$ cat src/rtl/neuron_layer_sched.sv
// Layer sequencer: time-multiplexes one sequential MAC across NUM_NEURONS outputs,
// fetching each neuron's weights/bias, adding the bias and optionally applying ReLU.
module neuron_layer_sched #(
  parameter int SIZE        = 2,
  parameter int WIDTH       = 8,
  parameter int NUM_NEURONS = 4,
  parameter int IDX_W       = ($clog2(NUM_NEURONS) > 0 ? $clog2(NUM_NEURONS) : 1),
  parameter int TIMEOUT     = SIZE + 8
) (
  input  logic                   clk,
  input  logic                   reset,
  input  logic                   start,
  input  logic                   relu_en,
  input  logic [WIDTH*SIZE-1:0]  inputs,
  output logic                   wt_rd_en,
  output logic [IDX_W-1:0]       wt_addr,
  input  logic [WIDTH*SIZE-1:0]  wt_data,
  input  logic [WIDTH-1:0]       bias_data,
  output logic                   n_start,
  output logic [WIDTH*SIZE-1:0]  n_weights,
  output logic [WIDTH*SIZE-1:0]  n_inputs,
  input  logic [2*WIDTH:0]       n_result,
  input  logic                   n_done,
  output logic                   out_valid,
  output logic [IDX_W-1:0]       out_idx,
  output logic [2*WIDTH+1:0]     out_data,
  output logic                   busy,
  output logic                   done,
  output logic                   err
);

  localparam int RW = 2*WIDTH + 1;
  localparam int OW = 2*WIDTH + 2;
  localparam int CW = $clog2(TIMEOUT + 1);
  localparam logic [IDX_W-1:0] LAST_IDX = IDX_W'(NUM_NEURONS - 1);
  localparam logic [CW-1:0]    WAIT_MAX = CW'(TIMEOUT - 1);

  typedef enum logic [2:0] {
    S_IDLE  = 3'd0,
    S_FETCH = 3'd1,
    S_LOAD  = 3'd2,
    S_ISSUE = 3'd3,
    S_WAIT  = 3'd4,
    S_POST  = 3'd5,
    S_DONE  = 3'd6
  } state_t;

  state_t           state_r;
  logic [IDX_W-1:0] idx_r;
  logic             relu_r;
  logic [WIDTH-1:0] bias_r;
  logic [CW-1:0]    wait_cnt_r;
  logic             n_done_q_r;
  logic [OW-1:0]    sum_s;
  logic [OW-1:0]    act_s;
  logic             mac_complete_s;

  // Bias add (exact in OW bits), ReLU and rising-edge completion detect
  always_comb begin
    sum_s          = {{(OW-RW){n_result[RW-1]}}, n_result}
                   + {{(OW-WIDTH){bias_r[WIDTH-1]}}, bias_r};
    act_s          = sum_s;
    mac_complete_s = n_done & ~n_done_q_r;
    if (relu_r && sum_s[OW-1]) begin
      act_s = '0;
    end else begin
      act_s = sum_s;
    end
  end

  // Sequencer FSM with all outputs registered on the state transitions
  always_ff @(posedge clk) begin
    if (reset) begin
      state_r    <= S_IDLE;
      idx_r      <= '0;
      relu_r     <= 1'b0;
      bias_r     <= '0;
      wait_cnt_r <= '0;
      n_done_q_r <= 1'b0;
      wt_rd_en   <= 1'b0;
      wt_addr    <= '0;
      n_start    <= 1'b0;
      n_weights  <= '0;
      n_inputs   <= '0;
      out_valid  <= 1'b0;
      out_idx    <= '0;
      out_data   <= '0;
      busy       <= 1'b0;
      done       <= 1'b0;
      err        <= 1'b0;
    end else begin
      n_done_q_r <= n_done;
      wt_rd_en   <= 1'b0;
      n_start    <= 1'b0;
      out_valid  <= 1'b0;
      done       <= 1'b0;
      case (state_r)
        S_IDLE: begin
          if (start) begin
            n_inputs <= inputs;
            relu_r   <= relu_en;
            idx_r    <= '0;
            err      <= 1'b0;
            busy     <= 1'b1;
            wt_rd_en <= 1'b1;
            wt_addr  <= '0;
            state_r  <= S_FETCH;
          end else begin
            state_r  <= S_IDLE;
          end
        end
        S_FETCH: begin
          state_r <= S_LOAD;
        end
        S_LOAD: begin
          // Memory data is valid exactly one cycle after the read strobe
          n_weights <= wt_data;
          bias_r    <= bias_data;
          n_start   <= 1'b1;
          state_r   <= S_ISSUE;
        end
        S_ISSUE: begin
          wait_cnt_r <= '0;
          state_r    <= S_WAIT;
        end
        S_WAIT: begin
          if (mac_complete_s) begin
            out_data  <= act_s;
            out_idx   <= idx_r;
            out_valid <= 1'b1;
            state_r   <= S_POST;
          end else if (wait_cnt_r == WAIT_MAX) begin
            err     <= 1'b1;
            done    <= 1'b1;
            state_r <= S_DONE;
          end else begin
            wait_cnt_r <= wait_cnt_r + 1'b1;
          end
        end
        S_POST: begin
          if (idx_r == LAST_IDX) begin
            done    <= 1'b1;
            state_r <= S_DONE;
          end else begin
            idx_r    <= idx_r + 1'b1;
            wt_rd_en <= 1'b1;
            wt_addr  <= idx_r + 1'b1;
            state_r  <= S_FETCH;
          end
        end
        S_DONE: begin
          busy    <= 1'b0;
          state_r <= S_IDLE;
        end
        default: begin
          busy    <= 1'b0;
          state_r <= S_IDLE;
        end
      endcase
    end
  end

endmodule

$ cat config.mk
export PLATFORM = sky130hd
export DESIGN_NAME = neuron_layer_sched
export DESIGN_NICKNAME = d
export VERILOG_FILES = /design/src/rtl/neuron_layer_sched.sv
export SDC_FILE = /design/constraint.sdc
export NUM_CORES = 1
export LEC_CHECK = 0
export ABC_AREA = 1
export ABC_CLOCK_PERIOD_IN_PS = 2700
export BUFFER_PORTS_ARGS = -buffer_cell sky130_fd_sc_hd__buf_2
export CAP_MARGIN = 25
export CORE_ASPECT_RATIO = 1.4
export CORE_UTILIZATION = 50
export DETAILED_ROUTE_END_ITERATION = 10
export PLACE_DENSITY = 0.75
export SLEW_MARGIN = 20
export SYNTH_ARGS = -nofsm -noshare
export SYNTH_HDL_FRONTEND = slang
export SYNTH_SLANG_ARGS = --single-unit
$ cat constraint.sdc
create_clock -name clk -period 2.7 [get_ports clk]
set_input_delay 0.405 -clock clk [delete_from_list [all_inputs] [get_ports clk]]
set_output_delay 0.405 -clock clk [all_outputs]
set_load 0.02 [all_outputs]
After elaboration in Yosys (flattened, before gate mapping)
Index checks and enable logic that the tools add are counted.
Storage, ports and cells
  flip-flop bits (word level): 77
  logic and storage cells: 76
  bits of input ports: 62
  output and inout bits: 60
Operators by class
  reduce and logical (&&, ||, !) cells: 13
  multiplexer cells: 27
  $add $sub $neg: 3
  eq/ne operators: 13
  bitwise logic cells: 4
Operator list (count)
  adder 17 x 8 -> 18 bit: 1
  two-way mux 18 bit: 1
  case mux 3 bit (6 select lines): 1
  two-way mux 1 bit: 12
  != test 2 bit (second input constant): 5
  two-way mux 3 bit: 3
  two-way mux 4 bit: 2
  case mux 1 bit (2 select lines): 4
  case mux 4 bit (2 select lines): 1
  == test 3 x 2 -> 1 bit (second input constant): 2
  == test 3 bit (second input constant): 2
  AND reduction 2 bit: 3
  AND reduction 3 bit: 2
  nonzero test 2 bit: 3
  OR reduction 5 bit: 1
  adder 4 x 1 -> 4 bit (second input constant): 1
  == test 4 bit (second input constant): 1
  two-way mux 2 bit: 2
  case mux 2 bit (2 select lines): 1
  AND reduction 4 bit: 1
  == test 3 x 1 -> 1 bit (second input constant): 1
  logical NOT 3 bit: 1
  != test 3 bit (second input constant): 1
  inverter 1 bit: 3
  5 further kinds: 5

Logic depth before layout (Yosys ltp)
Gate-level depths: netlist of run 1.
  word-level depth: 4
  gate-level depth with buffers: 14
  depth with buffers taken out: 13

Worst setup path before layout of run 1
No wires, ideal clock.
  path type: register -> register
  from: register bias_r[7]
  to: register out_data[8]
  setup time: 0.138 ns
  stages on the path, launching flop included: 13
  required time: 2.562 ns
  arrival time: 1.790 ns
  path buffers: 1
  path slack: 0.772 ns
  period minus slack after synthesis: 1.928 ns
  cell sequence: dfxtp_1 -> ha_1 -> nand2_2 -> inv_1 -> a21oi_2 -> nand3_2 -> nand2_2 -> nand2_2 -> nand2_2 -> nand3_4 -> buf_12 -> nand2_2 -> a21oi_2
Between the ends
  cells in the longest elaborated chain, start to end: 3
RTL lines
  start, declared: line 51  | logic [WIDTH-1:0] bias_r;
  start signal, assigned: line 118  | bias_r <= bias_data;
  adder 17 x 8 -> 18 bit (*): line 61  | + {{(OW-WIDTH){bias_r[WIDTH-1]}}, bias_r};
  logical AND 1 bit: line 64  | if (relu_r && sum_s[OW-1]) begin
  two-way mux 18 bit (*): line 64
  end signal, assigned: line 128  | out_data <= act_s;
  end, declared: line 26  | output logic [2*WIDTH+1:0] out_data,
Mark *: on every way between the ends. The rest lies on a longest branch, timed or not.
A chain may end at the register's enable or synchronous reset.

Final worst setup path of run 1
  from: register bias_r[7]
  to: register out_data[2]
Between the ends
  cells in the longest elaborated chain, start to end: 3
RTL lines (line)
  adder 17 x 8 -> 18 bit: 61
  logical AND 1 bit: 64
  two-way mux 18 bit: 64
No other way between the ends.

==> results of run 1 <==
==> cell type report <==
class / instances / area, sq um
clock inverter: 6 / 95.1
tap: 100 / 125
fill: 808 / 2850
sequential: 77 / 1540
multi-input combinational: 419 / 2110
clock buffer: 10 / 138
timing repair buffer: 126 / 643
inverter: 54 / 203
==> sequential cells by signal (all words and copies together), names as in the netlist <==
| signal | flops |
|---|---|
| out_data | 18 |
| n_inputs | 16 |
| n_weights | 16 |
| bias_r | 8 |
| wait_cnt_r | 4 |
| state_r | 3 |
| idx_r | 2 |
| out_idx | 2 |
| busy | 1 |
| done | 1 |
| err | 1 |
| n_done_q_r | 1 |
| n_start | 1 |
| out_valid | 1 |
| relu_r | 1 |
| wt_rd_en | 1 |
==> cell families after synthesis <==
group | count (synthesis) | share of synthesized area
XOR/XNOR | 6 | 0.0133
AND/OR/NAND/NOR | 290 | 0.307
AO/OA/AOI/OAI | 102 | 0.145
adder cells (fa/ha/maj) | 21 | 0.0684
flip-flops | 77 | 0.390
buffers and inverters | 74 | 0.0757
==> cell usage in the layout, fill, tap and decap left out, types with 2 or more instances in the layout <==
cell type   synthesis  final
nor3_1              4      4
nor2_1            128    128
xor2_1              2      2
dfxtp_1            77     77
nand3_2             2      2
a21oi_2            13     13
nand2_2            18     18
nand2_1           108    108
nand4_1             2      2
a31oi_1             2      2
ha_1               20     20
clkinvlp_4          0      2
bufinv_16           0      2
xnor2_1             4      4
o21ai_0            52     52
buf_2               4    121
inv_2               4      4
clkbuf_8            0     10
a21oi_1            31     31
inv_1              49     49
nand3_1            19     19
nor2_2              5      5
buf_4               0      5
==> power groups by stage <==
stage,Sequential (mW),Combinational (mW),Clock (mW)
after global placement,1.32,0.860,0
after global routing,1.31,0.987,1.08
after floorplan,1.42,0.534,0
after detailed placement,1.33,0.873,0
final,1.30,0.874,0.991
after CTS,1.30,0.877,1.03
==> through the flow <==
step / hold slack (ns) / power, mW / worst slack [ns] / util / area [sq um]
detailed placement: 0.457 / 2.20 / 0.444 / 0.600 / 4620
CTS: 0.262 / 3.20 / 0.498 / 0.631 / 4860
finish: 0.278 / 3.16 / 0.523 / 0.631 / 4860
global route: 0.283 / 3.38 / 0.346 / 0.631 / 4860
floorplan: 0.459 / 1.95 / 0.772 / - / 3950
global placement: 0.455 / 2.18 / 0.438 / 0.600 / 4620
==> per-layer routing <==
layer | share of wire | vias to the layer above | wire [microns] | global-route usage
li1 | - | 2050 | - | -
met3 | 0.059 | 26 | 591 | 0.0621
met2 | 0.50 | 121 | 5000 | 0.456
met5 | 0 | - | 0 | 0
met4 | 0.040 | 0 | 395 | 0.146
met1 | 0.40 | 1711 | 3990 | 0.279
==> worst reg2reg max path, stage by stage, from the launching register on <==
cell and delay [ns]:
dfxtp_1 0.57, ha_1 0.37, nand2_2 0.11, inv_1 0.07, a21oi_2 0.17, nand3_2 0.12, nand2_2 0.10, nand2_2 0.05
nand2_2 0.08, nand3_4 0.22, nand2_1 0.13, a21oi_1 0.06
==> how the worst max path moves through the flow <==
| stage | end | slack [ns] | from | depth (start not counted) |
|---|---|---|---|---|
| 2_1_floorplan | out_data[8] | 0.77 | bias_r[7] | 12 |
| 3_3_place_gp | out_data[8] | 0.44 | n_result[0] | 11 |
| 3_5_place_dp | out_data[8] | 0.44 | n_result[0] | 11 |
| 4_1_cts | out_data[10] | 0.50 | bias_r[7] | 11 |
| 5_1_grt | out_data[6] | 0.35 | bias_r[7] | 11 |
| 6_report | out_data[2] | 0.52 | bias_r[7] | 11 |
==> results.yml, run 1 <==
power:
  p_sw_frac: 0.337
  p_seq_frac: 0.411
  clock_power_share: 0.313
  p_leak_nw: 2.38
  power_density_nw_per_um2: 651
  p_int_mw: 2.10
  comb_power_share: 0.276
  net-switching-power_mw: 1.07
  max-vdd-ir-drop_mv: 0.522
critical_path:
  slowest_delay_ns: 0.57
  cpLargestDelayFamily: "simple AND/OR/NAND/NOR gates"
  cp_cell_sequence: "ha_1 -> nand2_2 -> inv_1 -> a21oi_2 -> nand3_2 -> nand2_2 -> nand2_2 -> nand2_2 -> nand3_4 -> nand2_1 -> a21oi_1"
  cpMostUsedCell: "nand2_2"
  reg2reg_depth: 11
  cp_max_fo: 17
  r2r_slack_ns: 0.52
  critPathArrivalTime_ns: 2.41
  cp_num_buf_inv: 1
  r2r_start: "bias_r[7]"
  crit_slowest_cell: "dfxtp_1"
  path_class: "flip-flop to flip-flop"
  startpoint_type: "flip-flop"
  required_ns: 2.93
  r2r_end: "out_data[2]"
  endpoint_kind: "flip-flop"
floorplan:
  initial_core_util: 0.513
  dieArea_sq_um: 8270
  rows: 38
  ios: 122
  design.core.area_sq_um: 7700
  die_x_microns: 77.1
  die_h_microns: 107
cts:
  clock_path_buffers: 2
  htree_levels: 3
  clk_latency_ns: 0.35
  cts_root_buffer: "clkbuf_8"
  post_cts_resized: 0
  cts_sinks: 77
  cts_tree: "yes"
  clk_pin_slew_ns: 0.08
  numCtsBuffers: 9
  postCtsSetupBuffers: 0
  cts_hold_buf: 0
timing:
  setup_violations: 0
  finClkSkew_ns: 0.00754
  finalSetupTns_ns: 0
  drv_slew: 0
  fmax_ghz: 0.459
  period_minus_slack_ns: 2.18
  final_hold_viol_count: 0
  fin_crit_sh: 0.806
  grt_setup_unrepaired: "no"
  worst_pin_slew_ns: 0.749
  slew_headroom: 0.500
global_route:
  grt_pass1_wl_mm: 16.9
  overflow: 0
  grt_max_degree: 41
  antenna_found_initial: 0
  grt_pass1_vias: 3845
  grt_usage: 0.258
finish:
  synthToLayoutAreaGrowth_pct: 22.9
  drive_above_1_share: 0.270
  finalNonFillerCells: 792
  num_antenna_cells: 0
  nets: 770
synthesis:
  synth_edf_count: 0
  ys_ff_latch: 77
  yosysTopAreaCell: "dfxtp_1"
  seq_area_frac_synth: 0.390
  ys.flop_type: "dfxtp_1"
  yosysUniqueCellTypes: 32
  syn-instance-count: 570
  synthTopCellsByArea: "dfxtp_1 39%, nor2_1 12%, nand2_1 10%"
  yosys_warnings: 0
  syn_nets: 653
  syn-cell-area_sq_um: 3950
  synth_top_area_frac: 0.390
  avgSynthCellArea_sq_um: 6.93
  yosysMostFrequentCell: "nor2_1"
  async_reset_ff_frac: 0
  synth_common_cells: "128 x nor2_1, 108 x nand2_1, 77 x dfxtp_1"
drt:
  drt-initial-drc-count: 153
  wl_per_cell_microns: 12.6
  vias: 3908
  drc: 0
  ant_nets: 0
  dr.pass1.iters: 4
  totalWireLength_mm: 9.98
  via_per_inst: 4.93
placement:
  hpwl_mm: 7.70
  place.gp.congestion: 0.974
  io_buffers: 121
  dpl.cell_count: 776
hold_path:
  min_to: "n_done_q_r"
  holdPathStages: 3
  min_from: "n_done"
  hp-class: "input pin to flip-flop"
job:
  max-cap-violations: 0
status:
  status: "finished clean"
Note: power is estimated with default switching activity, not from simulation.
==> inputs of run 2 (changes only) <==
- ABC_CLOCK_PERIOD_IN_PS: 2700 -> 1800
- CORE_UTILIZATION: 50 -> 46
- PLACE_DENSITY: 0.75 -> 0.73
- clock period: 2.7 -> 1.8 ns (I/O delays scaled with it)
==> results.yml, run 2 (synthesis gave the netlist of run 1 again) <==
placement:
  dpl_worst_slack_ns: -0.164
  hpwl_mm: 7.93
  dpl.cell_count: 810
  postPlaceCellArea_sq_um: 4900
  io_buffers: 121
  place.gp.congestion: 0.859
global_route:
  grt_max_degree: 29
  grt_usage: 0.252
  grt_pass1_vias: 4095
  antenna_found_initial: 0
  grt_pass1_wl_mm: 17.7
  overflow: 0
power:
  max-vdd-ir-drop_mv: 0.823
  p_leak_nw: 2.65
  power_density_nw_per_um2: 993
finish:
  drive_above_1_share: 0.362
  postLayoutCellArea_sq_um: 5500
  fill_cells: 745
  utilization: 0.667
  num_antenna_cells: 0
  synthToLayoutAreaGrowth_pct: 39.2
  nets: 809
  largest_register_ffs: 18
  multiInputGateArea_sq_um: 2390
  seqCellArea_sq_um: 1550
  regMostFlops: "out_data"
  top_regs: "out_data: 18 flops, n_inputs: 16 flops, n_weights: 16 flops"
  finalNonFillerCells: 832
  mostFrequentLayoutCells: "121 x buf_2, 120 x nor2_1, 96 x nand2_1, 76 x dfxtp_1, 51 x o21ai_0"
  layout_commonest_cell: "buf_2"
cts:
  clk_pin_slew_ns: 0.06
  clk_latency_ns: 0.33
  clock_path_buffers: 2
  cts_tree: "yes"
  htree_levels: 3
  cts_sinks: 77
  cts_root_buffer: "clkbuf_16"
  cts_hold_buf: 0
  numCtsBuffers: 9
drt:
  via_per_inst: 4.99
  top_layer: "met4"
  dr.pass1.iters: 4
  wl_met1_mm: 4.30
  totalWireLength_mm: 11.0
  wl_per_cell_microns: 13.2
  drt-initial-drc-count: 126
  ant_nets: 0
  vias: 4151
  met2_length_mm: 5.72
  route.met3.wl_microns: 584
  drc: 0
critical_path:
  slowest_delay_ns: 0.40
  cpLargestDelayFamily: "simple AND/OR/NAND/NOR gates"
  crit_slowest_cell: "dfxtp_4"
  cp_num_buf_inv: 2
  endpoint_kind: "flip-flop"
  startpoint_type: "flip-flop"
  critPathArrivalTime_ns: 2.17
  cp_max_fo: 8
  cp_cell_sequence: "buf_8 -> ha_4 -> nand2_2 -> inv_2 -> nand3_1 -> nor2_2 -> nor2_4 -> nand3_4 -> nand3_4 -> nand2_2 -> a21oi_2"
  path_class: "flip-flop to flip-flop"
  required_ns: 2.01
timing:
  finalSetupTns_ns: -2.25
  fin_crit_sh: 1.09
  grt_setup_unrepaired: "yes"
  worst_pin_slew_ns: 0.455
  layout_setup_ws_ns: -0.160
  drv_slew: 0
  slew_headroom: 0.696
  fmax_ghz: 0.510
  period_minus_slack_ns: 1.96
  finClkSkew_ns: 0.00757
  final_hold_viol_count: 0
  setup_violations: 18
floorplan:
  die_h_microns: 112
  rows: 39
  die_x_microns: 80.3
  initial_core_util: 0.479
  dieArea_sq_um: 8970
  design.core.area_sq_um: 8250
  ios: 122
hold_path:
  hp-class: "input pin to flip-flop"
status:
  status: "complete, but fails checks"
  violations: "setup timing"
job:
  max-cap-violations: 0
==> run 2: changes by cell type in the layout (fill, tap and decap cells not counted), moves of 4 or more <==
cell	delta
clkbuf_16	+9
nor2_1	-8
nor2_2	+6
a21oi_1	-4
nand2_2	+5
ha_4	+7
inv_1	-4
clkbuf_8	-8
nand2_1	-12
buf_4	+34
nand2_4	+6
ha_1	-7
==> run 2: what timing repair did <==
| action | 4_1_cts | 5_1_grt |
|---|---|---|
| resized for setup | 29 | 29 |
| endpoints found under the setup margin | 18 | 18 |
| buffers inserted | 4 | 1 |
| gates cloned | 2 | 0 |
| pin swaps | 21 | 22 |
==> run 2: metrics by stage <==
stage / power [mW] / hold slack (ns)
5_1_grt: 5.77 / 0.159
4_1_cts: 5.39 / 0.148
2_1_floorplan: 2.94 / 0.395
3_3_place_gp: 3.44 / 0.453
6_report: 5.46 / 0.155
3_5_place_dp: 3.47 / 0.455
==> run 2: final cells by class <==
class	instances	area share
sequential	77	0.281
clock buffer	12	0.0466
clock inverter	3	0.00796
tap	102	0.0232
timing repair buffer	163	0.170
multi-input combinational	421	0.434
inverter	54	0.0373
==> run 2: metal layers <==
metal,global-route usage,vias up
met5,0,-
met4,0.114,0
met3,0.0730,27
met2,0.451,121
met1,0.264,1879
li1,-,2124
==> run 2: worst paths after layout <==
| kind | from | endpoint | slack (ns) | cells past startpoint |
|---|---|---|---|---|
| hold / removal | n_done | n_done_q_r | 0.15 | 3 |
| setup reg to reg | bias_r[7] | out_data[12] | -0.16 | 11 |
| hold reg to reg | err | err | 0.46 | 2 |
| setup / recovery | bias_r[7] | out_data[12] | -0.16 | 11 |
==> run 2: power by group <==
part	total [mW]	switching [mW]	internal (mW)
clock	1.81	0.666	1.14
sequential	1.97	0.102	1.87
combinational	1.68	0.998	0.685
==> run 2: worst register-to-register path, stage by stage (launching register included) <==
cell and delay (ns):
dfxtp_4 0.40, buf_8 0.16, ha_4 0.27, nand2_2 0.06, inv_2 0.06, nand3_1 0.14, nor2_2 0.19, nor2_4 0.08
nand3_4 0.14, nand3_4 0.17, nand2_2 0.12, a21oi_2 0.06
==> inputs of run 3 (changes only) <==
- REMOVE_ABC_BUFFERS: default -> 1
==> results.yml, run 3 (synthesis gave the netlist of run 1 again) <==
timing:
  final_hold_viol_count: 0
  worst_pin_slew_ns: 0.472
  finalSetupTns_ns: -1.97
  fin_crit_sh: 1.09
  drv_slew: 0
  setup_violations: 18
  grt_setup_unrepaired: "yes"
  fmax_ghz: 0.510
  slew_headroom: 0.685
  layout_setup_ws_ns: -0.160
  period_minus_slack_ns: 1.96
  finClkSkew_ns: 0.00564
floorplan:
  rows: 39
  design.core.area_sq_um: 8250
  initial_core_util: 0.479
  die_h_microns: 112
  die_x_microns: 80.3
  ios: 122
  dieArea_sq_um: 8970
finish:
  seqCellArea_sq_um: 1550
  multiInputGateArea_sq_um: 2430
  fill_cells: 734
  drive_above_1_share: 0.373
  mostFrequentLayoutCells: "121 x buf_2, 120 x nor2_1, 99 x nand2_1, 75 x dfxtp_1, 51 x o21ai_0"
  postLayoutCellArea_sq_um: 5580
  synthToLayoutAreaGrowth_pct: 41.1
  finalNonFillerCells: 841
  num_antenna_cells: 0
  largest_register_ffs: 18
  layout_commonest_cell: "buf_2"
  top_regs: "out_data: 18 flops, n_inputs: 16 flops, n_weights: 16 flops"
  regMostFlops: "out_data"
  nets: 817
power:
  p_int_mw: 3.52
  total_power_mw: 5.32
  p_sw_frac: 0.338
  clock_power_share: 0.301
  net-switching-power_mw: 1.80
  p_leak_nw: 2.66
  power_density_nw_per_um2: 954
  comb_power_share: 0.328
  max-vdd-ir-drop_mv: 0.746
  p_seq_frac: 0.371
cts:
  cts_root_buffer: "clkbuf_16"
  cts_tree: "yes"
  clk_pin_slew_ns: 0.06
  clock_path_buffers: 2
  htree_levels: 3
  cts_hold_buf: 0
  numCtsBuffers: 9
  clk_latency_ns: 0.33
  cts_sinks: 77
drt:
  drc: 0
  drt-initial-drc-count: 148
  dr.pass1.iters: 4
  via_per_inst: 5.02
  totalWireLength_mm: 10.9
  wl_per_cell_microns: 12.9
  ant_nets: 0
  vias: 4223
critical_path:
  startpoint_type: "flip-flop"
  required_ns: 2.01
  reg2reg_depth: 12
  endpoint_kind: "flip-flop"
  path_class: "flip-flop to flip-flop"
  cp_max_fo: 8
  critPathLaunch: "bias_r[7]"
  r2r_start: "bias_r[7]"
  cp-endpoint: "out_data[13]"
  r2r_end: "out_data[13]"
  r2r_slack_ns: -0.16
  critPathArrivalTime_ns: 2.17
placement:
  place.gp.congestion: 0.875
  io_buffers: 121
  hpwl_mm: 7.88
  dpl.cell_count: 813
  dpl_worst_slack_ns: -0.405
  postPlaceCellArea_sq_um: 4890
status:
  status: "complete, but fails checks"
  violations: "setup timing"
job:
  max-cap-violations: 0
global_route:
  grt_pass1_wl_mm: 17.9
  met2_usage: 0.436
  grt_max_degree: 49
  overflow: 0
  top_usage_layer: "met2"
  grt_usage: 0.254
  grt_use_met3: 0.0533
  antenna_found_initial: 0
  met1_usage: 0.266
  grt_pass1_vias: 4134
hold_path:
  hp-class: "input pin to flip-flop"
==> run 3: final cells by class <==
class | instances | area share
multi-input cells | 421 | 0.437
repair buffers | 171 | 0.179
inverters | 54 | 0.0368
clock buffers | 9 | 0.0404
well taps | 102 | 0.0229
flip-flops and latches | 77 | 0.277
clock inverters | 7 | 0.00740
==> run 3: power groups by stage <==
stage	registers [mW]	clock network (mW)	logic, mW
final	1.97	1.60	1.74
after global routing	1.99	1.72	1.93
after CTS	1.96	1.66	1.59
after detailed placement	1.99	0	1.48
after global placement	1.98	0	1.45
after floorplan	2.13	0	0.757
==> run 3: how the worst min path moves through the flow <==
stage | start | to | slack (ns) | cells past startpoint
3_5_place_dp | err | err | 0.46 | 2
3_3_place_gp | out_data[3] | out_data[3] | 0.45 | 2
5_1_grt | inputs[4] | n_inputs[4] | 0.20 | 3
2_1_floorplan | reset | out_data[10] | 0.33 | 1
6_report | bias_data[0] | bias_r[0] | 0.19 | 3
4_1_cts | bias_data[0] | bias_r[0] | 0.17 | 3
==> run 3: metal layers <==
| metal | routed length (microns) | vias to the layer above |
|---|---|---|
| li1 | - | 2143 |
| met1 | 4230 | 1905 |
| met2 | 5610 | 134 |
| met3 | 464 | 41 |
| met4 | 588 | 0 |
| met5 | 0 | - |
==> run 3: critical path: stages (launching register included) <==
cell and delay (ns):
dfxtp_4 0.41, buf_8 0.16, ha_4 0.30, nand2_4 0.06
inv_4 0.06, nand3_4 0.08, nor2_4 0.13, nor2_4 0.04
buf_6 0.12, nand3_4 0.11, nand3_4 0.18, nand2_2 0.13
a21oi_2 0.05
==> run 3: metrics by stage <==
stage | hold WS [ns] | utilization
after floorplan | 0.332 | -
after global placement | 0.450 | 0.593
after detailed placement | 0.462 | 0.593
after CTS | 0.173 | 0.645
after global routing | 0.200 | 0.676
final | 0.188 | 0.676
==> run 3: repair_timing <==
action                     4_1_cts  5_1_grt
setup endpoints to repair       18       18
pin swaps                       12       27
setup buffers                    4        6
resized for setup               19       43
gates cloned                     2        0
